==> src/rtl/ncl_addsub_seq_pkg.sv <==
// Shared dual-rail (NCL) definitions for the sequential add/subtract block:
// digit codes, mode encodings, controller states and the DATA predicate.
package ncl_pkg;

  localparam logic [1:0] NCL_NULL    = 2'b00;
  localparam logic [1:0] NCL_DATA0   = 2'b01;
  localparam logic [1:0] NCL_DATA1   = 2'b10;
  localparam logic [1:0] NCL_ILLEGAL = 2'b11;

  localparam logic [1:0] OP_ADD = NCL_DATA0;
  localparam logic [1:0] OP_SUB = NCL_DATA1;

  typedef enum logic [1:0] {
    ST_IDLE = 2'd0,
    ST_CALC = 2'd1,
    ST_DONE = 2'd2
  } state_t;

  function automatic logic is_data(input logic [1:0] d);
    return (d == NCL_DATA0) || (d == NCL_DATA1);
  endfunction

endpackage

==> src/rtl/ncl_addsub_seq_if.sv <==
// Operand/result bus of ncl_addsub_seq: dual-rail data plus the two
// valid/ready handshakes and the rejection pulse.
interface ncl_addsub_seq_if #(
  parameter int WIDTH = 8
);
  logic [2*WIDTH-1:0] A;
  logic [2*WIDTH-1:0] B;
  logic [1:0]         Cin;
  logic [1:0]         Op;
  logic               in_valid;
  logic               in_ready;
  logic [2*WIDTH-1:0] S;
  logic [1:0]         Cout;
  logic [1:0]         Overflow;
  logic               out_valid;
  logic               out_ready;
  logic               err;

  modport slave (
    input  A, B, Cin, Op, in_valid, out_ready,
    output in_ready, S, Cout, Overflow, out_valid, err
  );

  modport master (
    output A, B, Cin, Op, in_valid, out_ready,
    input  in_ready, S, Cout, Overflow, out_valid, err
  );
endinterface

==> src/rtl/ncl_addsub_seq_digit_add.sv <==
// Combinational dual-rail full adder for one digit; any non-DATA input
// keeps both outputs NULL.
module ncl_digit_add
  import ncl_pkg::*;
(
  input  logic [1:0] a,
  input  logic [1:0] b,
  input  logic [1:0] cin,
  output logic [1:0] s,
  output logic [1:0] cout
);
  logic w_valid;
  logic w_sum;
  logic w_maj;

  assign w_valid = is_data(a) && is_data(b) && is_data(cin);
  assign w_sum   = a[1] ^ b[1] ^ cin[1];
  assign w_maj   = (a[1] & b[1]) | (a[1] & cin[1]) | (b[1] & cin[1]);

  assign s    = w_valid ? {w_sum, ~w_sum} : NCL_NULL;
  assign cout = w_valid ? {w_maj, ~w_maj} : NCL_NULL;
endmodule

==> src/rtl/ncl_addsub_seq.sv <==
// Sequential dual-rail adder/subtractor: DPC digits per clock, LSB first.
//   state | meaning
//   IDLE  | ready for operands; illegal operand sets pulse err
//   CALC  | resolving DPC digits per cycle, carry held in r_carry
//   DONE  | result presented until out_ready
module ncl_addsub_seq
  import ncl_pkg::*;
#(
  parameter int WIDTH = 8,
  parameter int DPC   = 1
) (
  input  logic            clk,
  input  logic            rst_n,
  ncl_addsub_seq_if.slave bus
);
  localparam int NGRP = WIDTH / DPC;
  localparam int IDXW = (NGRP > 1) ? $clog2(NGRP) : 1;
  localparam int GW   = 2 * DPC;

  if ((WIDTH % DPC) != 0) begin : g_bad_dpc
    $error("ncl_addsub_seq: WIDTH must be a multiple of DPC");
  end

  state_t              r_state, w_next;
  logic [2*WIDTH-1:0]  r_a, r_b, r_s, w_b_inv, w_s_next;
  logic [1:0]          r_carry, r_cout, r_ovf;
  logic [IDXW-1:0]     r_idx;
  logic                r_err;
  logic [WIDTH-1:0]    w_a_ok, w_b_ok;
  logic                w_legal, w_accept, w_reject, w_last;
  logic [DPC:0][1:0]   w_c;
  logic [GW-1:0]       w_sgrp;

  for (genvar gi = 0; gi < WIDTH; gi++) begin : g_digit_chk
    assign w_a_ok[gi] = is_data(bus.A[2*gi+1:2*gi]);
    assign w_b_ok[gi] = is_data(bus.B[2*gi+1:2*gi]);
    // Dual-rail inversion is just a rail swap.
    assign w_b_inv[2*gi+1:2*gi] = {bus.B[2*gi], bus.B[2*gi+1]};
  end

  assign w_legal  = (&w_a_ok) && (&w_b_ok) && is_data(bus.Cin) && is_data(bus.Op);
  assign w_accept = (r_state == ST_IDLE) && bus.in_valid && w_legal;
  assign w_reject = (r_state == ST_IDLE) && bus.in_valid && !w_legal;
  assign w_last   = (r_idx == IDXW'(NGRP - 1));

  assign w_c[0] = r_carry;
  for (genvar k = 0; k < DPC; k++) begin : g_add
    ncl_digit_add u_digit (
      .a    (r_a[2*k+1:2*k]),
      .b    (r_b[2*k+1:2*k]),
      .cin  (w_c[k]),
      .s    (w_sgrp[2*k+1:2*k]),
      .cout (w_c[k+1])
    );
  end

  // Result digits enter at the top and shift down, so after NGRP cycles
  // the first (LSB) group sits at the bottom.
  if (NGRP == 1) begin : g_s_one
    assign w_s_next = w_sgrp;
  end else begin : g_s_shift
    assign w_s_next = {w_sgrp, r_s[2*WIDTH-1:GW]};
  end

  always_ff @(posedge clk or negedge rst_n) begin
    if (!rst_n) r_state <= ST_IDLE;
    else        r_state <= w_next;
  end

  always_comb begin
    w_next        = r_state;
    bus.in_ready  = 1'b0;
    bus.out_valid = 1'b0;
    unique case (r_state)
      ST_IDLE: begin
        bus.in_ready = 1'b1;
        if (w_accept) w_next = ST_CALC;
      end
      ST_CALC: if (w_last) w_next = ST_DONE;
      ST_DONE: begin
        bus.out_valid = 1'b1;
        if (bus.out_ready) w_next = ST_IDLE;
      end
      default: w_next = ST_IDLE;
    endcase
  end

  always_ff @(posedge clk or negedge rst_n) begin
    if (!rst_n) begin
      r_a     <= '0;
      r_b     <= '0;
      r_s     <= '0;
      r_carry <= NCL_NULL;
      r_cout  <= NCL_NULL;
      r_ovf   <= NCL_NULL;
      r_idx   <= '0;
      r_err   <= 1'b0;
    end else begin
      r_err <= w_reject;
      if (w_accept) begin
        r_a     <= bus.A;
        r_b     <= (bus.Op == OP_SUB) ? w_b_inv : bus.B;
        r_carry <= bus.Cin;
        r_s     <= '0;
        r_idx   <= '0;
      end else if (r_state == ST_CALC) begin
        r_a     <= r_a >> GW;
        r_b     <= r_b >> GW;
        r_carry <= w_c[DPC];
        r_s     <= w_s_next;
        r_idx   <= w_last ? '0 : r_idx + IDXW'(1);
        if (w_last) begin
          r_cout <= w_c[DPC];
          r_ovf  <= (w_c[DPC-1][1] ^ w_c[DPC][1]) ? NCL_DATA1 : NCL_DATA0;
        end
      end
    end
  end

  assign bus.S        = (r_state == ST_DONE) ? r_s    : '0;
  assign bus.Cout     = (r_state == ST_DONE) ? r_cout : NCL_NULL;
  assign bus.Overflow = (r_state == ST_DONE) ? r_ovf  : NCL_NULL;
  assign bus.err      = r_err;
endmodule
==> src/flat_wrapper.sv <==
// flat-port wrapper written by rule: the top's interface ports become plain ports
module ncl_addsub_seq_flat import ncl_pkg::*;
#(
  parameter int WIDTH = 8,
  parameter int DPC   = 1
)
  (clk, rst_n, bus_A, bus_B, bus_Cin, bus_Op, bus_in_valid, bus_out_ready, bus_in_ready, bus_S, bus_Cout, bus_Overflow, bus_out_valid, bus_err);
  ncl_addsub_seq_if #(.WIDTH(WIDTH)) bus_i ();
  input  logic clk;
  input  logic rst_n;
  input wire logic [$bits(bus_i.A)-1:0] bus_A;
  input wire logic [$bits(bus_i.B)-1:0] bus_B;
  input wire logic [$bits(bus_i.Cin)-1:0] bus_Cin;
  input wire logic [$bits(bus_i.Op)-1:0] bus_Op;
  input wire logic [$bits(bus_i.in_valid)-1:0] bus_in_valid;
  input wire logic [$bits(bus_i.out_ready)-1:0] bus_out_ready;
  output wire logic [$bits(bus_i.in_ready)-1:0] bus_in_ready;
  output wire logic [$bits(bus_i.S)-1:0] bus_S;
  output wire logic [$bits(bus_i.Cout)-1:0] bus_Cout;
  output wire logic [$bits(bus_i.Overflow)-1:0] bus_Overflow;
  output wire logic [$bits(bus_i.out_valid)-1:0] bus_out_valid;
  output wire logic [$bits(bus_i.err)-1:0] bus_err;
  assign bus_i.A = bus_A;
  assign bus_i.B = bus_B;
  assign bus_i.Cin = bus_Cin;
  assign bus_i.Op = bus_Op;
  assign bus_i.in_valid = bus_in_valid;
  assign bus_i.out_ready = bus_out_ready;
  assign bus_in_ready = bus_i.in_ready;
  assign bus_S = bus_i.S;
  assign bus_Cout = bus_i.Cout;
  assign bus_Overflow = bus_i.Overflow;
  assign bus_out_valid = bus_i.out_valid;
  assign bus_err = bus_i.err;
  ncl_addsub_seq #(.WIDTH(WIDTH), .DPC(DPC)) u_core (.clk(clk), .rst_n(rst_n), .bus(bus_i));
endmodule
==> config.mk <==
export PLATFORM = sky130hd
export DESIGN_NAME = ncl_addsub_seq_flat
export DESIGN_NICKNAME = d
export VERILOG_FILES = /design/src/rtl/ncl_addsub_seq_pkg.sv /design/src/rtl/ncl_addsub_seq_if.sv /design/src/rtl/ncl_addsub_seq_digit_add.sv /design/src/rtl/ncl_addsub_seq.sv /design/src/flat_wrapper.sv
export SDC_FILE = /design/constraint.sdc
export NUM_CORES = 1
export LEC_CHECK = 0
export ABC_CLOCK_PERIOD_IN_PS = 4100
export BUFFER_PORTS_ARGS = -buffer_cell sky130_fd_sc_hd__buf_2
export CAP_MARGIN = 20
export CORE_MARGIN = 2
export CORE_UTILIZATION = 41
export DETAILED_ROUTE_END_ITERATION = 6
export GPL_ROUTABILITY_DRIVEN = 0
export PLACE_DENSITY_LB_ADDON = 0.2
export SYNTH_ARGS = -nofsm -noshare
export SYNTH_HDL_FRONTEND = slang
export SYNTH_SLANG_ARGS = --single-unit
==> constraint.sdc <==
create_clock -name clk -period 4.1 [get_ports clk]
set_clock_uncertainty 0.05 [all_clocks]
set_input_delay 0.205 -clock clk [delete_from_list [all_inputs] [get_ports clk]]
set_output_delay 0.205 -clock clk [all_outputs]
set_load 0.005 [all_outputs]
# Word-level counts from Yosys, hierarchy flattened
# Cells that the tools add are included.
# classes
addsub	1
eq_ne	48
n_mux	24
bitwise_logic	11
n_reduce_logical	36
# ops
cell	n
16-bit two-way mux	8
2-bit by 1-bit equality test with 1-bit output, second input constant	22
2-bit equality test, second input constant	22
1-bit logical OR	21
2-bit two-way mux	10
8-bit AND reduction	2
3-bit two-way mux	3
1-bit logical AND	8
2-bit case mux with 3 select lines	1
3-bit AND reduction	2
2-bit by 1-bit != test with 1-bit output, second input constant	2
3-bit by 1-bit adder with 3-bit output, second input constant	1
1-bit bitwise AND	3
3-bit equality test, second input constant	1
1-bit inverter	3
1-bit bitwise XOR	3
2-bit logical NOT	1
1-bit two-way mux	2
2-bit != test, second input constant	1
1-bit bitwise OR	2
2-bit nonzero test	1
1-bit logical NOT	1
# totals
ff_bits	60
input_bits	40
out_inout_bits	23
wordCells	129

# Depth between registers and ports, before layout
# Gate-level depths: netlist of the first run.
# depth
ltp_word	9
depth_mapped	8
depth_no_buf	6

# Hierarchy
# A second synthesis of the first run with hierarchy kept.
# hier_totals
cells_unflattened	313
area_unflattened_um2	3225.6
# modules_own_cells
mod	instances	cells_each	area_per_inst_um2	seq_area_each_um2
ncl_addsub_seq	1	302	3138.0	1501.4
ncl_digit_add	1	11	87.6	0.0

# Worst setup path before layout of the first run
# No wires, ideal clock.
# synth_timing
path_type	input port to flip-flop
from	input bus_Op[0]
to	register u_core.r_carry[1]
setup_ns	0.125
arrival_ns	1.614
required_ns	3.925
path_slack_ns	2.311
path_stages	7
path_buffers	1
cell_sequence	inv_1 -> ha_1 -> a211oi_1 -> and4b_1 -> buf_6 -> nand2_4 -> mux2_4
# synth_via
elab_chain_len	5
word_cells_on_any_way	7
cone_classes	eq/ne (2); mux (1); reduce/logical (4)
# synth_rtl
item	line_no	rtl
start: declaration	flat_wrapper.sv:14	input wire logic [$bits(bus_i.Op)-1:0] bus_Op;
2-bit by 1-bit equality test with 1-bit output / 2-bit equality test (equally long branches)	ncl_addsub_seq_pkg.sv:20	return (d == NCL_DATA0) || (d == NCL_DATA1);
1-bit logical OR (*)	ncl_addsub_seq_pkg.sv:20	
1-bit logical AND (*)	ncl_addsub_seq.sv:41	assign w_legal = (&w_a_ok) && (&w_b_ok) && is_data(bus.Cin) && is_data(bus.Op);
1-bit logical AND (*)	ncl_addsub_seq.sv:42	assign w_accept = (r_state == ST_IDLE) && bus.in_valid && w_legal;
2-bit two-way mux / 2-bit nonzero test (equally long branches)	n/a	
end signal: assignment	ncl_addsub_seq.sv:103	r_carry <= bus.Cin;
end signal: assignment	ncl_addsub_seq.sv:109	r_carry <= w_c[DPC];
end: declaration	ncl_addsub_seq.sv:26	logic [1:0] r_carry, r_cout, r_ovf;
# Every way passes the cells marked *; elsewhere a longest branch is shown, timed or not.
# A chain may end at the register's enable or synchronous reset.

# Final worst setup path of the first run
# layout_timing
from	register u_core.r_state[1]
to	register u_core.r_a[13]
# layout_via
elab_chain_len	4
word_cells_on_any_way	6
cone_classes	eq/ne (1); mux (1); reduce/logical (4)
# layout_rtl
item	line_no	rtl
start: declaration	ncl_addsub_seq.sv:24	state_t r_state, w_next;
start signal: assignment	ncl_addsub_seq.sv:67	else r_state <= w_next;
2-bit logical NOT	ncl_addsub_seq.sv:42	
1-bit logical AND (2 in a row)	ncl_addsub_seq.sv:42	
16-bit two-way mux / 2-bit nonzero test (equally long branches)	n/a	
end signal: assignment	ncl_addsub_seq.sv:101	r_a <= bus.A;
end signal: assignment	ncl_addsub_seq.sv:107	r_a <= r_a >> GW;
end: declaration	ncl_addsub_seq.sv:25	logic [2*WIDTH-1:0] r_a, r_b, r_s, w_b_inv, w_s_next;
# Parallel ways exist; a longest one is shown, timed or not.

==> results of run 1 <==
-- layout by cell type, fill, tap and decap left out, types with 2 or more instances in the layout --
cell type	count
o21bai_1	5
mux2_2	2
o211ai_1	3
a21boi_1	3
o21ai_0	14
clkbuf_8	13
nor3_1	8
buf_2	62
a21boi_0	3
a221o_1	4
nor4_2	2
buf_4	4
inv_1	2
xor2_1	4
nand3_1	10
a21oi_1	20
mux2i_1	28
nand2_1	54
dfrtp_1	60
o22ai_1	2
a31oi_1	6
xnor2_1	14
and2_1	23
nor2_1	4
ha_1	3
-- cell usage after synthesis, types with 2 or more instances --
cell type | instances | area [um2]
o22ai_1 | 2 | 12.5
xnor2_1 | 14 | 123
buf_6 | 4 | 45.0
a21boi_1 | 3 | 22.5
buf_2 | 2 | 10.0
mux2_2 | 2 | 22.5
a21oi_1 | 20 | 100
a31oi_1 | 6 | 37.5
o211ai_1 | 3 | 22.5
nor2_1 | 4 | 15.0
o21ai_0 | 14 | 70.1
inv_1 | 2 | 7.51
buf_1 | 2 | 7.51
a221o_1 | 4 | 40.0
nand3_1 | 10 | 50.1
dfrtp_1 | 60 | 1500
and2_1 | 23 | 144
mux2i_1 | 28 | 280
nor2b_1 | 2 | 12.5
clkbuf_1 | 9 | 33.8
nor4_2 | 2 | 25.0
a21boi_0 | 3 | 22.5
o21bai_1 | 5 | 37.5
nor3_1 | 8 | 40.0
nand2_1 | 54 | 203
xor2_1 | 4 | 35.0
ha_1 | 3 | 37.5
-- cell families after synthesis --
group / share of synthesized area, %
buffers and inverters: 3.55
AND/OR/NAND/NOR: 18.3
multiplexers: 10.1
flip-flops: 47.9
adder cells (fa/ha/maj): 1.84
AO/OA/AOI/OAI: 13.3
XOR/XNOR: 5.03
-- per-stage QoR --
step | cell area, um2 | power [W] | cells | worst slack (ns)
after detailed placement | 3490 | 0.000682 | 457 | 1.57
after floorplan | 3140 | 0.000635 | 311 | 2.31
final | 3730 | 0.00125 | 475 | 1.89
after global routing | 3730 | 0.00129 | 475 | 1.64
after global placement | 3490 | 0.000680 | 457 | 1.67
after CTS | 3730 | 0.00126 | 474 | 1.88
-- area by class of cell --
cell class / instances / area [um2]
fill: 680 / 3600
multi-input combinational: 231 / 1530
sequential: 60 / 1500
timing repair buffer: 67 / 350
clock buffer: 13 / 179
tap: 99 / 124
clock inverter: 3 / 42.5
inverter: 2 / 7.51
-- path summary, 6_finish.rpt --
kind                              startpoint  slack, ns  cells past startpoint                end
max in group asynchronous              rst_n       2.78                      3  u_core.r_carry[0]
min reg2reg                 u_core.r_cout[1]       0.45                      2   u_core.r_cout[1]
min in group asynchronous              rst_n       0.32                      2     u_core.bus.err
max reg2reg                u_core.r_state[1]       1.89                      5     u_core.r_a[13]
min                            bus_out_ready       0.02                      2  u_core.r_state[1]
max                        u_core.r_state[1]       1.89                      5     u_core.r_a[13]
-- timing repair --
action	CTS	global route
hold endpoints to repair	20	0
hold buffers	1	0
buffers inserted	0	0
-- routing by layer --
layer  vias to the layer above  routed length (um)
met5                         -                   0
met2                        61                3170
met3                         9                 299
met4                         0                  92
li1                       1207                   -
met1                      1203                3510
-- state kept, by name (all words and copies together), names as in the netlist --
signal,count
u_core.r_s,16
u_core.r_b,16
u_core.r_state,2
u_core.bus.err,1
u_core.r_ovf,2
u_core.r_cout,2
u_core.r_carry,2
u_core.r_idx,3
u_core.r_a,16
-- where the power goes --
group	leakage, nW	internal (W)	switching (W)
combinational	1.07	0.0000333	0.0000441
sequential	0.596	0.000593	0.000000323
clock	0.112	0.000346	0.000229
total	1.77	0.000972	0.000274
==> out/metrics.yaml, run 1 <==
layout:
  nets: 415
  syn2layout_area_growth_pct: 19.0
  post-route-util_pct: 50.9
  n_antenna_cell: 0
  drive_above_1_share_pct: 25.3
floorplanning:
  core-area_um2: 7330
  dieHeight_um: 91.5
  die_w_um: 91.5
  dieArea_um2: 8370
  num_rows: 31
  ioPinCount: 63
  start_util_pct: 42.8
route:
  vias: 2480
  drc: 0
  wl_per_cell_um: 14.9
  wl_um: 7070
  vias_per_cell: 5.22
  antenna_left: 0
  drtIter0Drc: 156
  first_pass_iters: 4
grt:
  grt_start_max_net_pins: 41
  use_met2_pct: 27.3
  globalRouteOverflowTotal: 0
  grtUsageTotal_pct: 18.1
  grt_pass1_vias: 2415
  grt_pass1_wl_um: 12100
  top_usage_layer: "met2"
  use_met1_pct: 26.5
  grt_antenna_before_repair: 0
  use_met3_pct: 2.99
sta:
  final-max-slew-violation-count: 0
  clock.fmax_mhz: 453
  fin_hold_ws_ns: 0.0209
  fin_crit_sh_pct: 53.8
  worst_slew_pin_slew_ns: 0.829
  finalSetupViolations: 0
  tns_ns: 0
  relSlewSlack_pct: 44.7
  rsz0062_at_grt: "false"
  finalCriticalPeriod_ns: 2.21
  hold_viol: 0
clocking:
  cts_tree: "yes"
  clk_latency_ns: 0.33
  cts.clk_slew.worst_paths_ns: 0.06
  clk_path_buf_depth: 2
  cts_buffers: 9
  root_buffer: "clkbuf_8"
  clock_sinks: 60
  cts_resized: 0
  htree_levels: 3
yosys:
  synthFlopType: "dfrtp_1"
  synth-seq-cells: 60
  async_flop_share_pct: 100
  yosysWarnings: 0
  ys_seq_area_share_pct: 47.9
  synth_edf_count: 0
  avgSynthCellArea_um2: 10.1
  netlist-cell-type-count: 45
  syn_nets: 355
  synth_cells: 311
  syn_area_um2: 3140
critical_path:
  path_cells: "nor2_1 -> nand2_1 -> nand4b_2 -> nor2_4 -> o21ai_0"
  cp_top_family: "simple AND/OR/NAND/NOR gates"
  worstPathMaxFanout: 36
  crit_slowest_cell: "nor2_4"
  start_kind: "flip-flop"
  crit_buf_inv: 0
  cp_data_arrival_time_ns: 2.33
  critical_path_class: "flip-flop to flip-flop"
  required_ns: 4.22
  worst_setup_path_end_kind: "flip-flop"
  slowest_delay_ns: 0.71
run_status:
  run_status: "finished clean"
placed_design:
  hpwlAfterDp_um: 5020
  io_buffers: 62
min_path:
  hold_class: "input port to flip-flop"
job:
  cap_violations: 0
power:
  peakVddDrop_mv: 0.166
  p_per_area_nw_per_um2: 334
  p_leak_nw: 1.77
No activity file was read; power rests on OpenSTA's default activity.
==> run 2, diff against run 1 <==
Settings changed: ABC_CLOCK_PERIOD_IN_PS 4100 to 2100.
Clock period 4.1 ns to 2.1 ns, I/O delays scaled along.
==> out/metrics.yaml, run 2 (synthesized netlist as in run 1, its figures left out) <==
layout:
  final_common_cell: "buf_2"
  nets: 432  # +4.1%
  n_antenna_cell: 0  # unchanged
  drive_above_1_share_pct: 26.7  # +1.5 points
  top_regs: "u_core.r_a: 16 flops, u_core.r_b: 16 flops, u_core.r_s: 16 flops"
  fillCellCount: 662  # -2.6%
  final_cell_mix: "buf_2, dfrtp_1, nand2_1"
  syn2layout_area_growth_pct: 24.9
critical_path:
  start_kind: "input port"
  cp_data_arrival_time_ns: 2.05  # -0.28 ns
  crit_slowest_cell: "dlygate4sd3_1"
  required_ns: 2.26  # -1.96 ns
  path_cells: "dlygate4sd3_1 -> buf_2 -> xnor2_1 -> nor4_2 -> nand3_2 -> nor2_4 -> buf_12 -> o211ai_1"
  worst_setup_path_end_kind: "flip-flop"
  slowest_delay_ns: 0.54  # -0.17 ns
  critical_path_class: "input port to flip-flop"
  worstPathMaxFanout: 36  # unchanged
grt:
  grt_start_max_net_pins: 37  # -9.8%
  grt_antenna_before_repair: 0  # unchanged
  grtUsageTotal_pct: 18.7  # +0.51 points
  grt_pass1_vias: 2482  # +2.8%
  grt_pass1_wl_um: 12400  # +2.2%
  globalRouteOverflowTotal: 0  # unchanged
placed_design:
  hpwlAfterDp_um: 5140  # +2.4%
  place_ws_ns: 0.198  # -1.38 ns
  io_buffers: 62  # unchanged
sta:
  fin_crit_sh_pct: 89.8
  setup_ws_ns: 0.213  # -1.68 ns
  relSlewSlack_pct: 60.3  # +16 points
  tns_ns: 0  # unchanged
  finalSetupViolations: 0  # unchanged
  clock.fmax_mhz: 530
  hold_viol: 0  # unchanged
  final-max-slew-violation-count: 0  # unchanged
  finalCriticalPeriod_ns: 1.89
  worst_slew_pin_slew_ns: 0.596  # -0.234 ns
  rsz0062_at_grt: "false"
floorplanning:
  core-area_um2: 7330  # unchanged
  start_util_pct: 42.8  # unchanged
  die_w_um: 91.5  # unchanged
  dieArea_um2: 8370  # unchanged
  num_rows: 31  # unchanged
  dieHeight_um: 91.5  # unchanged
  ioPinCount: 63  # unchanged
route:
  wl_per_cell_um: 14.6  # -1.9%
  first_pass_iters: 4  # unchanged
  vias_per_cell: 5.11  # -2.1%
  antenna_left: 0  # unchanged
  drtIter0Drc: 111  # -29%
  drc: 0  # unchanged
  vias: 2514  # +1.4%
  wl_um: 7180  # +1.7%
min_path:
  hold_class: "input port to flip-flop"
clocking:
  clk_path_buf_depth: 2  # unchanged
  clk_latency_ns: 0.34  # about the same
  htree_levels: 3  # unchanged
  root_buffer: "clkbuf_8"
  clock_sinks: 60  # unchanged
  cts.clk_slew.worst_paths_ns: 0.07  # about the same
  cts_tree: "yes"
  cts_buffers: 9  # unchanged
power:
  peakVddDrop_mv: 0.354  # +110%
  p_per_area_nw_per_um2: 618  # +85%
  p_leak_nw: 1.86  # +5.1%
job:
  cap_violations: 0  # unchanged
run_status:
  run_status: "finished clean"
run 2: area by class of cell:
type | count | area (um2) | area share [%]
clock buffer | 11 | 151 | 3.86
clock inverter | 5 | 58.8 | 1.50
inverter | 2 | 7.51 | 0.192
multi-input combinational | 231 | 1530 | 39.0
sequential | 60 | 1500 | 38.3
tap | 99 | 124 | 3.16
timing repair buffer | 84 | 546 | 13.9
run 2: critical path, delay by kind of cell:
family | cells | cell delay (ns)
and+or+nand+nor | 3 | 0.78
AOI/OAI and AO/OA | 1 | 0.12
xor gates and xnor gates | 1 | 0.14
buffers and inverters | 3 | 0.89
run 2: through the flow:
stage	hold WS (ns)	instances	util (%)	area [um2]	power, W
3_5_place_dp	0.0962	468	49.5	3630	0.00134
4_1_cts	0.0126	492	53.4	3920	0.00244
2_1_floorplan	-0.241	311	-	3140	0.00124
5_1_grt	0.0191	492	53.4	3920	0.00252
3_3_place_gp	0.0906	468	49.5	3630	0.00134
6_report	0.0257	492	53.4	3920	0.00242
run 2: what timing repair did:
item                                   4_1_cts  5_1_grt
buffers inserted                             0        0
hold buffers                                 8        0
resized for setup                            0        0
endpoints found under the hold margin       31        0
run 2: report_power, final:
group	internal, W	switching [W]	total, W
Clock	0.000615	0.000479	0.00109
Sequential	0.00116	0.000000646	0.00116
Combinational	0.0000803	0.0000877	0.000168
Total	0.00185	0.000568	0.00242
run 2: final timing paths:
| check | startpoint | end | slack [ns] | cells after the start |
|---|---|---|---|---|
| worst min-delay path | bus_A[9] | u_core.r_a[9] | 0.03 | 3 |
| worst max-delay path | bus_A[11] | u_core.r_b[12] | 0.21 | 8 |
| max in group asynchronous | rst_n | u_core.r_ovf[0] | 1.15 | 3 |
| worst min register to register | u_core.r_cout[0] | u_core.r_cout[0] | 0.43 | 2 |
| worst max register to register | u_core.r_state[1] | u_core.r_b[3] | 0.33 | 6 |
| min in group asynchronous | rst_n | u_core.r_b[12] | 0.26 | 2 |
run 2: metal layers:
layer	up-vias	GRT usage, %	share of wire, %
met5	-	0	0
met4	0	5.43	1.1
met3	7	4.73	4.8
met2	55	28.0	45
met1	1207	26.6	49
li1	1245	-	-
==> run 3, diff against run 2 <==
Settings changed: CORE_ASPECT_RATIO set to 0.7, CORE_MARGIN 2 to 10.
==> out/metrics.yaml, run 3 (synthesized netlist as in run 1, its figures left out) <==
critical_path:
  start_kind: "input port"
  cp_data_arrival_time_ns: 2.16  # +0.11 ns
  worstPathMaxFanout: 4  # -89%
  rr_endpoint: "u_core.r_b[8]"
  worst_setup_path_end_kind: "flip-flop"
  r2r_start: "u_core.r_state[1]"
  worstSetupStartpoint: "bus_A[9]"
  required_ns: 2.28  # +0.02 ns
  rrSetupSlack_ns: 0.31  # -0.02 ns
  critical_path_class: "input port to flip-flop"
  reg2reg_depth: 5  # -1
  critPathCapture: "u_core.r_b[8]"
route:
  wl_um: 7990  # +11%
  antenna_left: 0  # unchanged
  wl_per_cell_um: 16.2  # +11%
  vias: 2525  # +0.44%
  vias_per_cell: 5.12  # +0.23%
  drtIter0Drc: 255  # +130%
  drc: 0  # unchanged
  first_pass_iters: 6  # +2
grt:
  grt_pass1_wl_um: 13200  # +6.7%
  globalRouteOverflowTotal: 0  # unchanged
  grt_start_max_net_pins: 36  # -2.7%
  grtUsageTotal_pct: 13.8  # -4.8 points
  grt_pass1_vias: 2500  # +0.73%
  grt_antenna_before_repair: 0  # unchanged
layout:
  syn2layout_area_growth_pct: 25.2
  nets: 434  # +0.46%
  n_antenna_cell: 0  # unchanged
  drive_above_1_share_pct: 26.3  # -0.39 points
  final_common_cell: "buf_2"
  fin_area_um2: 3930  # +0.29%
  top_regs: "u_core.r_a: 16 flops, u_core.r_b: 16 flops, u_core.r_s: 16 flops"
  final_cell_mix: "buf_2, dfrtp_1, nand2_1"
placed_design:
  place_area_um2: 3620  # -0.17%
  io_buffers: 62  # unchanged
  hpwlAfterDp_um: 5910  # +15%
clocking:
  cts_buffers: 9  # unchanged
  htree_levels: 3  # unchanged
  cts_tree: "yes"
  cts.clk_slew.worst_paths_ns: 0.07  # about the same
  root_buffer: "clkbuf_8"
  clk_path_buf_depth: 2  # unchanged
  clk_latency_ns: 0.34  # about the same
  cts_resized: 0  # unchanged
  clock_sinks: 60  # unchanged
floorplanning:
  num_rows: 26  # -16%
  core-area_um2: 7380  # +0.73%
  ioPinCount: 63  # unchanged
  dieArea_um2: 11600  # +39%
  dieHeight_um: 93.2  # +1.9%
  die_w_um: 125  # +36%
  start_util_pct: 42.5  # -0.31 points
power:
  peakVddDrop_mv: 0.342  # -3.4%
  p_per_area_nw_per_um2: 632  # +2.4%
  p_leak_nw: 1.87  # +0.36%
run_status:
  run_status: "finished clean"
sta:
  fin_crit_sh_pct: 94.4  # +4.5 points
  tns_ns: 0  # unchanged
  hold_viol: 0  # unchanged
  final-max-slew-violation-count: 0  # unchanged
  rsz0062_at_grt: "false"
  relSlewSlack_pct: 57.7  # -2.6 points
  finalSetupViolations: 0  # unchanged
  worst_slew_pin_slew_ns: 0.634  # +0.0385 ns
  finalCriticalPeriod_ns: 1.98  # +0.0954 ns
  clock.fmax_mhz: 504  # -4.8%
job:
  cap_violations: 0  # unchanged
min_path:
  hold_class: "input port to flip-flop"
  holdPathStages: 3  # unchanged
-- run 3: where the power goes --
group	internal [W]	total [W]	switching (W)	leakage, nW
sequential	0.00116	0.00116	0.000000694	0.596
combinational	0.0000799	0.000170	0.0000902	1.17
clock	0.000700	0.00116	0.000456	0.107
-- run 3: timing repair --
item,CTS,global route
hold buffers,9,0
endpoints found under the hold margin,33,0
buffers inserted,0,0
-- run 3: cell type report --
type	count	area (um2)
clock buffer	12	145
clock inverter	4	72.6
fill	695	3460
inverter	2	7.51
multi-input combinational	231	1530
sequential	60	1500
tap	98	123
timing repair buffer	86	551
-- run 3: layer usage --
layer  vias up  track usage (%)  share of wire, %
li1       1249                -                 -
met1      1213             20.1                51
met2        56             19.1                43
met3         7             4.12               5.3
met4         0             3.77              0.94
met5         -                0                 0
-- run 3: worst max-delay path, stage by stage --
cell	delay [ns]
dlygate4sd3_1	0.52
buf_2	0.13
xnor2_1	0.13
nor4_2	0.37
and4b_1	0.35
a21oi_1	0.17
a221o_1	0.39
-- run 3: metrics by stage --
step	hold WS, ns	worst slack, ns	total power, W	instances	util (%)
2_1_floorplan	-0.241	0.411	0.00124	311	-
3_3_place_gp	0.105	0.200	0.00134	468	49.0
3_5_place_dp	0.114	0.106	0.00134	468	49.0
4_1_cts	0.0168	0.109	0.00251	493	53.2
5_1_grt	0.0371	0.0139	0.00258	493	53.2
6_report	0.0212	0.118	0.00248	493	53.2
-- run 3: worst min path at each step --
stage / startpoint / endpoint / slack, ns
after floorplan: rst_n / u_core.bus.err / -0.24
after global placement: rst_n / u_core.r_a[13] / 0.10
after detailed placement: rst_n / u_core.r_a[11] / 0.11
after CTS: bus_A[11] / u_core.r_a[11] / 0.02
after global routing: bus_in_valid / u_core.bus.err / 0.04
final: bus_A[11] / u_core.r_a[11] / 0.02
